<file path="src/rtl/fifo_wr_ingress.sv">
// -----------------------------------------------------------------------------
// fifo_wr_ingress
//
// Write-domain front end of the async FIFO. It takes words from the write-side
// source over a valid/ready handshake and keeps them in a 2-entry skid buffer.
// It drives winc/wdata into the write-pointer stage and the dual-port memory.
// It synchronises the read-domain Gray pointer into wclk, and it reports a
// conservative fill level and an almost-full flag.
//
// FIFO depth is 2^(P_WIDTH-1). The pointers carry one extra wrap bit.
//
// Optional build macro: FIFO_WR_SYNC3_EN
//   defined   -> 3-flop rptr synchroniser (wq2_rptr lags rptr by 3 wclk edges)
//   undefined -> 2-flop rptr synchroniser (default)
//
// Ports:
//   wclk          in   write-domain clock
//   wrst          in   asynchronous active-low reset
//   s_valid       in   source word valid
//   s_data        in   source word
//   s_ready       out  block can accept a word this cycle (registered)
//   winc          out  write request / memory write enable
//   wdata         out  word to memory, valid when winc=1
//   wfull         in   registered full flag from the write-pointer stage
//   wptr          in   Gray write pointer from the write-pointer stage
//   rptr          in   Gray read pointer from the read domain (asynchronous)
//   wq2_rptr      out  rptr synchronised into wclk
//   wlevel        out  fill level 0..DEPTH (registered)
//   walmost_full  out  wlevel >= AFULL_THRESH (registered)
// -----------------------------------------------------------------------------
module fifo_wr_ingress #(
    parameter int P_WIDTH      = 4,
    parameter int D_WIDTH      = 8,
    parameter int AFULL_THRESH = 6
) (
    input  logic               wclk,
    input  logic               wrst,
    input  logic               s_valid,
    input  logic [D_WIDTH-1:0] s_data,
    output logic               s_ready,
    output logic               winc,
    output logic [D_WIDTH-1:0] wdata,
    input  logic               wfull,
    input  logic [P_WIDTH-1:0] wptr,
    input  logic [P_WIDTH-1:0] rptr,
    output logic [P_WIDTH-1:0] wq2_rptr,
    output logic [P_WIDTH-1:0] wlevel,
    output logic               walmost_full
);

    localparam logic [P_WIDTH-1:0] LP_AFULL = P_WIDTH'(AFULL_THRESH);

    typedef enum logic [1:0] {
        ST_EMPTY = 2'd0,
        ST_ONE   = 2'd1,
        ST_TWO   = 2'd2
    } state_t;

    // Gray to binary: each binary bit is the XOR of all Gray bits at or above it.
    function automatic logic [P_WIDTH-1:0] gray2bin(input logic [P_WIDTH-1:0] g);
        logic [P_WIDTH-1:0] b;
        b[P_WIDTH-1] = g[P_WIDTH-1];
        for (int i = P_WIDTH - 2; i >= 0; i--) begin
            b[i] = b[i+1] ^ g[i];
        end
        return b;
    endfunction

    // ------------------------------------------------------------------------
    // Read-pointer synchroniser (plain flop chain, no logic between stages)
    // ------------------------------------------------------------------------
`ifdef FIFO_WR_SYNC3_EN
    logic [P_WIDTH-1:0] r_sync1;
    logic [P_WIDTH-1:0] r_sync2;
    logic [P_WIDTH-1:0] r_sync3;

    // Three-stage metastability chain for the asynchronous read pointer
    always_ff @(posedge wclk or negedge wrst) begin
        if (!wrst) begin
            r_sync1 <= {P_WIDTH{1'b0}};
            r_sync2 <= {P_WIDTH{1'b0}};
            r_sync3 <= {P_WIDTH{1'b0}};
        end else begin
            r_sync1 <= rptr;
            r_sync2 <= r_sync1;
            r_sync3 <= r_sync2;
        end
    end

    assign wq2_rptr = r_sync3;
`else
    logic [P_WIDTH-1:0] r_sync1;
    logic [P_WIDTH-1:0] r_sync2;

    // Two-stage metastability chain for the asynchronous read pointer
    always_ff @(posedge wclk or negedge wrst) begin
        if (!wrst) begin
            r_sync1 <= {P_WIDTH{1'b0}};
            r_sync2 <= {P_WIDTH{1'b0}};
        end else begin
            r_sync1 <= rptr;
            r_sync2 <= r_sync1;
        end
    end

    assign wq2_rptr = r_sync2;
`endif

    // ------------------------------------------------------------------------
    // Skid buffer
    // ------------------------------------------------------------------------
    state_t             r_state;
    state_t             w_state_nxt;
    logic [D_WIDTH-1:0] r_out;
    logic [D_WIDTH-1:0] r_skid;
    logic [D_WIDTH-1:0] w_out_nxt;
    logic [D_WIDTH-1:0] w_skid_nxt;
    logic               r_s_ready;
    logic               w_accept;
    logic               w_winc;

    assign w_accept = s_valid & r_s_ready;
    // The head word goes out whenever one is held and the FIFO has room.
    assign w_winc   = (r_state != ST_EMPTY) & ~wfull;

    // Next-state and data-path selection for the skid buffer
    always_comb begin
        w_state_nxt = r_state;
        w_out_nxt   = r_out;
        w_skid_nxt  = r_skid;
        case (r_state)
            ST_EMPTY: begin
                if (w_accept) begin
                    w_out_nxt   = s_data;
                    w_state_nxt = ST_ONE;
                end else begin
                    w_state_nxt = ST_EMPTY;
                end
            end
            ST_ONE: begin
                if (w_accept && w_winc) begin
                    w_out_nxt   = s_data;
                    w_state_nxt = ST_ONE;
                end else if (w_accept) begin
                    // Head is stalled: park the new word behind it.
                    w_skid_nxt  = s_data;
                    w_state_nxt = ST_TWO;
                end else if (w_winc) begin
                    w_state_nxt = ST_EMPTY;
                end else begin
                    w_state_nxt = ST_ONE;
                end
            end
            ST_TWO: begin
                // s_ready is low here, so only draining can happen.
                if (w_winc) begin
                    w_out_nxt   = r_skid;
                    w_state_nxt = ST_ONE;
                end else begin
                    w_state_nxt = ST_TWO;
                end
            end
            default: begin
                w_state_nxt = ST_EMPTY;
            end
        endcase
    end

    // Skid-buffer state, data registers and registered ready
    always_ff @(posedge wclk or negedge wrst) begin
        if (!wrst) begin
            r_state   <= ST_EMPTY;
            r_out     <= {D_WIDTH{1'b0}};
            r_skid    <= {D_WIDTH{1'b0}};
            r_s_ready <= 1'b0;
        end else begin
            r_state   <= w_state_nxt;
            r_out     <= w_out_nxt;
            r_skid    <= w_skid_nxt;
            // Ready is computed from the next state, so it has no path from wfull or s_valid.
            r_s_ready <= (w_state_nxt != ST_TWO);
        end
    end

    assign s_ready = r_s_ready;
    assign winc    = w_winc;
    assign wdata   = r_out;

    // ------------------------------------------------------------------------
    // Fill level (conservative: a stale read pointer only overestimates)
    // ------------------------------------------------------------------------
    logic [P_WIDTH-1:0] w_wbin;
    logic [P_WIDTH-1:0] w_rbin;
    logic [P_WIDTH-1:0] w_level_nxt;
    logic [P_WIDTH-1:0] r_wlevel;
    logic               r_afull;

    assign w_wbin      = gray2bin(wptr);
    assign w_rbin      = gray2bin(wq2_rptr);
    // Modulo-2^P_WIDTH subtraction absorbs pointer wrap.
    assign w_level_nxt = w_wbin - w_rbin;

    // Registered level and almost-full flag, updated together
    always_ff @(posedge wclk or negedge wrst) begin
        if (!wrst) begin
            r_wlevel <= {P_WIDTH{1'b0}};
            r_afull  <= 1'b0;
        end else begin
            r_wlevel <= w_level_nxt;
            r_afull  <= (w_level_nxt >= LP_AFULL);
        end
    end

    assign wlevel       = r_wlevel;
    assign walmost_full = r_afull;

endmodule

</file>
<file path="config.mk">
export PLATFORM = sky130hd
export DESIGN_NAME = fifo_wr_ingress
export DESIGN_NICKNAME = d
export VERILOG_FILES = /design/src/rtl/fifo_wr_ingress.sv
export SDC_FILE = /design/constraint.sdc
export NUM_CORES = 1
export LEC_CHECK = 0
export CAP_MARGIN = 5
export CORE_MARGIN = 8
export CORE_UTILIZATION = 45
export CTS_BUF_LIST = sky130_fd_sc_hd__clkbuf_2
export DETAILED_ROUTE_END_ITERATION = 12
export PLACE_DENSITY = 0.85
export RECOVER_POWER = 100
export SYNTH_ARGS = -nofsm -noshare
export SYNTH_HDL_FRONTEND = slang
export SYNTH_SLANG_ARGS = --single-unit
export TNS_END_PERCENT = 1
</file>
<file path="constraint.sdc">
create_clock -name wclk -period 2.8 [get_ports wclk]
set_input_delay 0.56 -clock wclk [delete_from_list [all_inputs] [get_ports wclk]]
set_output_delay 0.56 -clock wclk [all_outputs]
set_load 0.05 [all_outputs]
</file>
==> results_dict.tcl, run 1 <==
set metrics [dict create \
    status "finished with violations" \
    violations "capacitance limit, slew limit" \
    die_h_um 72.0 \
    instances_no_fill 188 \
    yosys_warnings 0 \
    rr_endpoint "walmost_full" \
    grtUsageTotal_pct 11.0 \
    power.internal_mw 1.10 \
    drv_cap 1 \
    critPathBufInv 3 \
    die_area_um2 5180 \
    path_delay_family "buffers and inverters" \
    pwr-share-comb_pct 52.6 \
    clk_pin_slew_worst_paths_ps 150 \
    fin_ws_ps 208 \
    ys_seq_elements 32 \
    dpl_cell_area_um2 1860 \
    ioPinCount 39 \
    worstReg2RegStart "wq2_rptr[3]" \
    p_switching_uw 855 \
    slew_violations 33 \
    cp-start-kind "input port" \
    grt_pass1_vias 966 \
    post_cts_buffers 0 \
    syn_avg_cell_area_um2 14.5 \
    htreeDepth 2 \
    hold-path-endpoint "wq2_rptr[1]" \
    yosys.cell_count.top_type "dfrtp_1" \
    ant_nets 0 \
    power.density_nw_per_um2 1050 \
    pwr-share-clk_pct 10.3 \
    tns_ps 0 \
    rsz0062_at_grt "no" \
    grt_pass1_wl_um 4450 \
    swShare_pct 43.8 \
    hold_violations 0 \
    ys_types 25 \
    place_congestion 0.812 \
    synth-edff-count 0 \
    synth_fp_nets 123 \
    cp.required_ps 2240 \
    hp-start "r_sync1[1]" \
    final_area_um2 1850 \
    antennaDiodeCount 0 \
    fin_crit_sh_pct 92.6 \
    min_path_cells 0 \
    r2r_cells 9 \
    cts.sinks 32 \
    worstMarginPinSlew_ps 1610 \
    ir_worst_vdd_mv 0.559 \
    cp_max_fo 3 \
    initial_utilization_pct 46.6 \
    clock_latency_ps 350 \
    grt_max_degree 33 \
    cts_buffers 5 \
    syn_area_um2 1410 \
    drc 0 \
    rrSetupSlack_ps 550 \
    synth_common_cells "dfrtp_1 (32), mux2_2 (16), mux2_4 (8), ha_1 (5), xor2_1 (5)" \
    cts_tree "done" \
    finalClockSkew_ps 3.57 \
    wl_per_cell_um 13.7 \
    critical_path.cell_chain "dlygate4sd3_1 -> or2_2 -> inv_1 -> clkbuf_1" \
    port-buffer-count 38 \
    synthTopCellsByArea "dfrtp_1 (57%), mux2_2 (13%), mux2_4 (8.5%)" \
    hold_path_class "flip-flop to flip-flop" \
    drtPass1Iterations 4 \
    min_period_ps 2590 \
    sequentialPowerShare_pct 37.0 \
    core-area_um2 3030 \
    rows 20 \
    post-route-util_pct 61.2 \
    finalNetCount 169 \
    max_stage_delay_ps 570 \
    clk_path_buf_depth 2 \
    gr-total-overflow 0 \
    place_inst 180 \
    synth.largest_area_cell "dfrtp_1" \
    p_leak_nw 0.816 \
    synth_cells 97 \
    dp_hpwl_um 2000 \
    max_freq_mhz 386 \
    ys_seq_area_share_pct 56.8 \
    synth_top_area_share_pct 56.8 \
    drive_above_1_share_pct 18.8 \
    routed_wl_um 2580 \
    worstSetupPathType "input port to primary output" \
    critPathArrivalTime_ps 2030 \
    die_w_um 72.0 \
    synth_flop_cell "dfrtp_1" \
    synth-async-reset-ratio_pct 100 \
    hold_buffers 0 \
    detailedPlace.worstSlack_ps 40.9 \
    slowest_stage "dlygate4sd3_1" \
    clockRootBuffer "clkbuf_2" \
    syn2layout_area_growth_pct 31.5 \
    ctsResizeCount 0 \
    drt-initial-drc-count 29 \
    critPathCaptureType "primary output" \
    slew_headroom_pct -7.32 \
    vias_per_cell 4.71 \
    vias 885 \
    antenna_found_initial 0 \
    setup_viol 0 \
]
-- per-stage QoR --
stage	hold WS, ps	power, mW
2_1_floorplan	264	1.56
3_3_place_gp	336	1.88
3_5_place_dp	337	1.92
4_1_cts	371	2.12
5_1_grt	385	2.08
6_report	368	1.95
-- power groups by stage --
| stage | Sequential (mW) | Combinational, mW | Clock, mW |
|---|---|---|---|
| 6_report | 0.723 | 1.03 | 0.202 |
| 5_1_grt | 0.747 | 1.09 | 0.235 |
| 4_1_cts | 0.735 | 1.18 | 0.214 |
| 3_5_place_dp | 0.745 | 1.17 | 0 |
| 3_3_place_gp | 0.731 | 1.15 | 0 |
| 2_1_floorplan | 1.07 | 0.484 | 0 |
-- registers in the layout (all words and copies together), names as in the netlist --
register,cells
r_sync1,4
wq2_rptr,4
r_state,2
wdata,8
r_skid,8
walmost_full,1
s_ready,1
wlevel,4
-- routing by layer --
metal  share of wire, %  GRT usage (%)
met1                 40           11.8
met2                 50           18.1
met3                7.6           4.96
met4                1.7           5.44
met5                  0              0
-- worst max path at each step --
stage	startpoint	end	cells after the start
after floorplan	wq2_rptr[3]	walmost_full	9
after global routing	wfull	winc	4
after detailed placement	wptr[3]	walmost_full	10
after CTS	wptr[3]	walmost_full	10
final	wfull	winc	4
after global placement	wptr[3]	walmost_full	10
-- cells by family after synthesis --
family | synth area share, %
compound gates | 3.11
xor+xnor | 4.97
fa+ha+maj | 5.86
buf+inv | 2.22
flops | 56.8
mux | 21.3
simple gates | 5.77
-- placed cells by master (no fill, tap or decap), types with 3 or more instances in the layout --
cell	Yosys	layout
a21oi_1	3	3
clkbuf_2	0	5
clkdlybuf4s50_1	0	12
dfrtp_1	32	32
dlygate4sd3_1	0	25
ha_1	5	5
inv_1	4	4
mux2_1	0	7
mux2_2	16	16
nand2_1	3	3
xnor2_1	3	3
xor2_1	5	5
-- cell type report --
cell class	instances	area, um^2
clock buffer	5	25.0
clock inverter	3	13.8
fill	254	1170
inverter	4	15.0
multi-input combinational	59	552
sequential	32	801
tap	44	55.1
timing repair buffer	41	393
Power figures use the tool's default switching activity.
==> run 2, diff against run 1 <==
Settings changed: CTS_CLUSTER_DIAMETER from default to 150, GPL_ROUTABILITY_DRIVEN from default to 0, PLACE_DENSITY 0.85 to 0.81.
==> results_dict.tcl, run 2 (synthesized netlist as in run 1, its figures left out) <==
set metrics [dict create \
    hold_violations 0 \
    post_cts_buffers 0 \
    worstSetupPathType "input port to primary output" \
    grt_pass1_vias 965 \
    ctsResizeCount 0 \
    cts.sinks 32 \
    fillers 246 \
    slew_violations 33 \
    ant_nets 0 \
    grt_pass1_wl_um 4250 \
    ioPinCount 39 \
    routed_wl_um 2610 \
    drtPass1Iterations 3 \
    antenna_found_initial 0 \
    slew_headroom_pct -8.98 \
    critical_path.cell_chain "dlygate4sd3_1 -> or2_2 -> inv_1 -> clkbuf_1" \
    slowest_stage "dlygate4sd3_1" \
    drive_above_1_share_pct 18.1 \
    multiInputGateArea_um2 552 \
    dp_hpwl_um 2040 \
    die_area_um2 5180 \
    ir_worst_vdd_mv 0.470 \
    p_leak_nw 0.812 \
    setup_viol 0 \
    critPathBufInv 3 \
    drc 0 \
    syn2layout_area_growth_pct 31.2 \
    layout_commonest_cell "dfrtp_1" \
    instances_no_fill 188 \
    cp_max_fo 3 \
    port-buffer-count 38 \
    clk_pin_slew_worst_paths_ps 140 \
    die_w_um 72.0 \
    drv_cap 1 \
    clk_path_buf_depth 2 \
    cts_buffers 5 \
    most-common-layout-cells "dfrtp_1 (32), dlygate4sd3_1 (25), mux2_2 (16), clkdlybuf4s50_1 (12), mux2_1 (7)" \
    rows 20 \
    hold_path_class "flip-flop to flip-flop" \
    place_inst 180 \
    die_h_um 72.0 \
    worstMarginPinSlew_ps 1630 \
    cts_tree "done" \
    core-area_um2 3030 \
    drt-initial-drc-count 47 \
    status "finished with violations" \
    initial_utilization_pct 46.6 \
    cp.required_ps 2240 \
    vias 878 \
    dpl_cell_area_um2 1860 \
    hold_buffers 0 \
    htreeDepth 2 \
    antennaDiodeCount 0 \
    final_area_um2 1850 \
    post-route-util_pct 61.1 \
    finalClockSkew_ps 15.0 \
    clockRootBuffer "clkbuf_2" \
    rsz0062_at_grt "no" \
    power.total_mw 1.94 \
    grtUsageTotal_pct 10.7 \
    vias_per_cell 4.67 \
    critPathArrivalTime_ps 2020 \
    finalNetCount 169 \
    violations "capacitance limit, slew limit" \
    critPathCaptureType "primary output" \
    holdWs_ps 366 \
    path_delay_family "buffers and inverters" \
    max_freq_mhz 388 \
    wl_per_cell_um 13.9 \
    grt_max_degree 33 \
    max_stage_delay_ps 590 \
    clock_latency_ps 350 \
    min_period_ps 2580 \
    cp-start-kind "input port" \
    gr-total-overflow 0 \
    power.density_nw_per_um2 1050 \
    seq_area_um2 801 \
    fin_crit_sh_pct 92.0 \
]
[run 2: cell count changes in the layout (fill, tap and decap cells not counted)]
cell | before | now
clkbuf_1 | 2 | 3
buf_4 | 2 | 1
[run 2: worst paths after layout]
| kind | startpoint | end | slack, ps | cells after the start |
|---|---|---|---|---|
| min reg2reg | r_sync1[1] | wq2_rptr[1] | 370 | 0 |
| max in group asynchronous | wrst | wdata[5] | 710 | 2 |
| max | wfull | winc | 220 | 4 |
| min | r_sync1[1] | wq2_rptr[1] | 370 | 0 |
| max reg2reg | wq2_rptr[3] | walmost_full | 550 | 9 |
| min in group asynchronous | wrst | wdata[1] | 1130 | 2 |
[run 2: area by class of cell]
class	instances	share of cell area (%)
sequential	32	43.3
multi-input combinational	59	29.8
timing repair buffer	41	21.0
tap	44	2.97
clock buffer	5	1.35
inverter	4	0.811
clock inverter	3	0.744
[run 2: through the flow]
step	setup slack (ps)	TNS, ps
after floorplan	475	0
after global placement	132	0
after detailed placement	-21.0	-21.0
after CTS	386	0
after global routing	194	0
final	224	0
[run 2: power by group]
part	internal, mW	switching, mW	leakage, nW
Sequential	0.637	0.0860	0.374
Combinational	0.397	0.622	0.408
Clock	0.0560	0.142	0.0302
[run 2: metal layers]
metal / wire length (um) / up-vias / track usage, %
li1: - / 426 / -
met1: 1020 / 428 / 10.5
met2: 1420 / 20 / 18.8
met3: 140 / 4 / 4.82
met4: 33 / 0 / 5.22
met5: 0 / - / 0
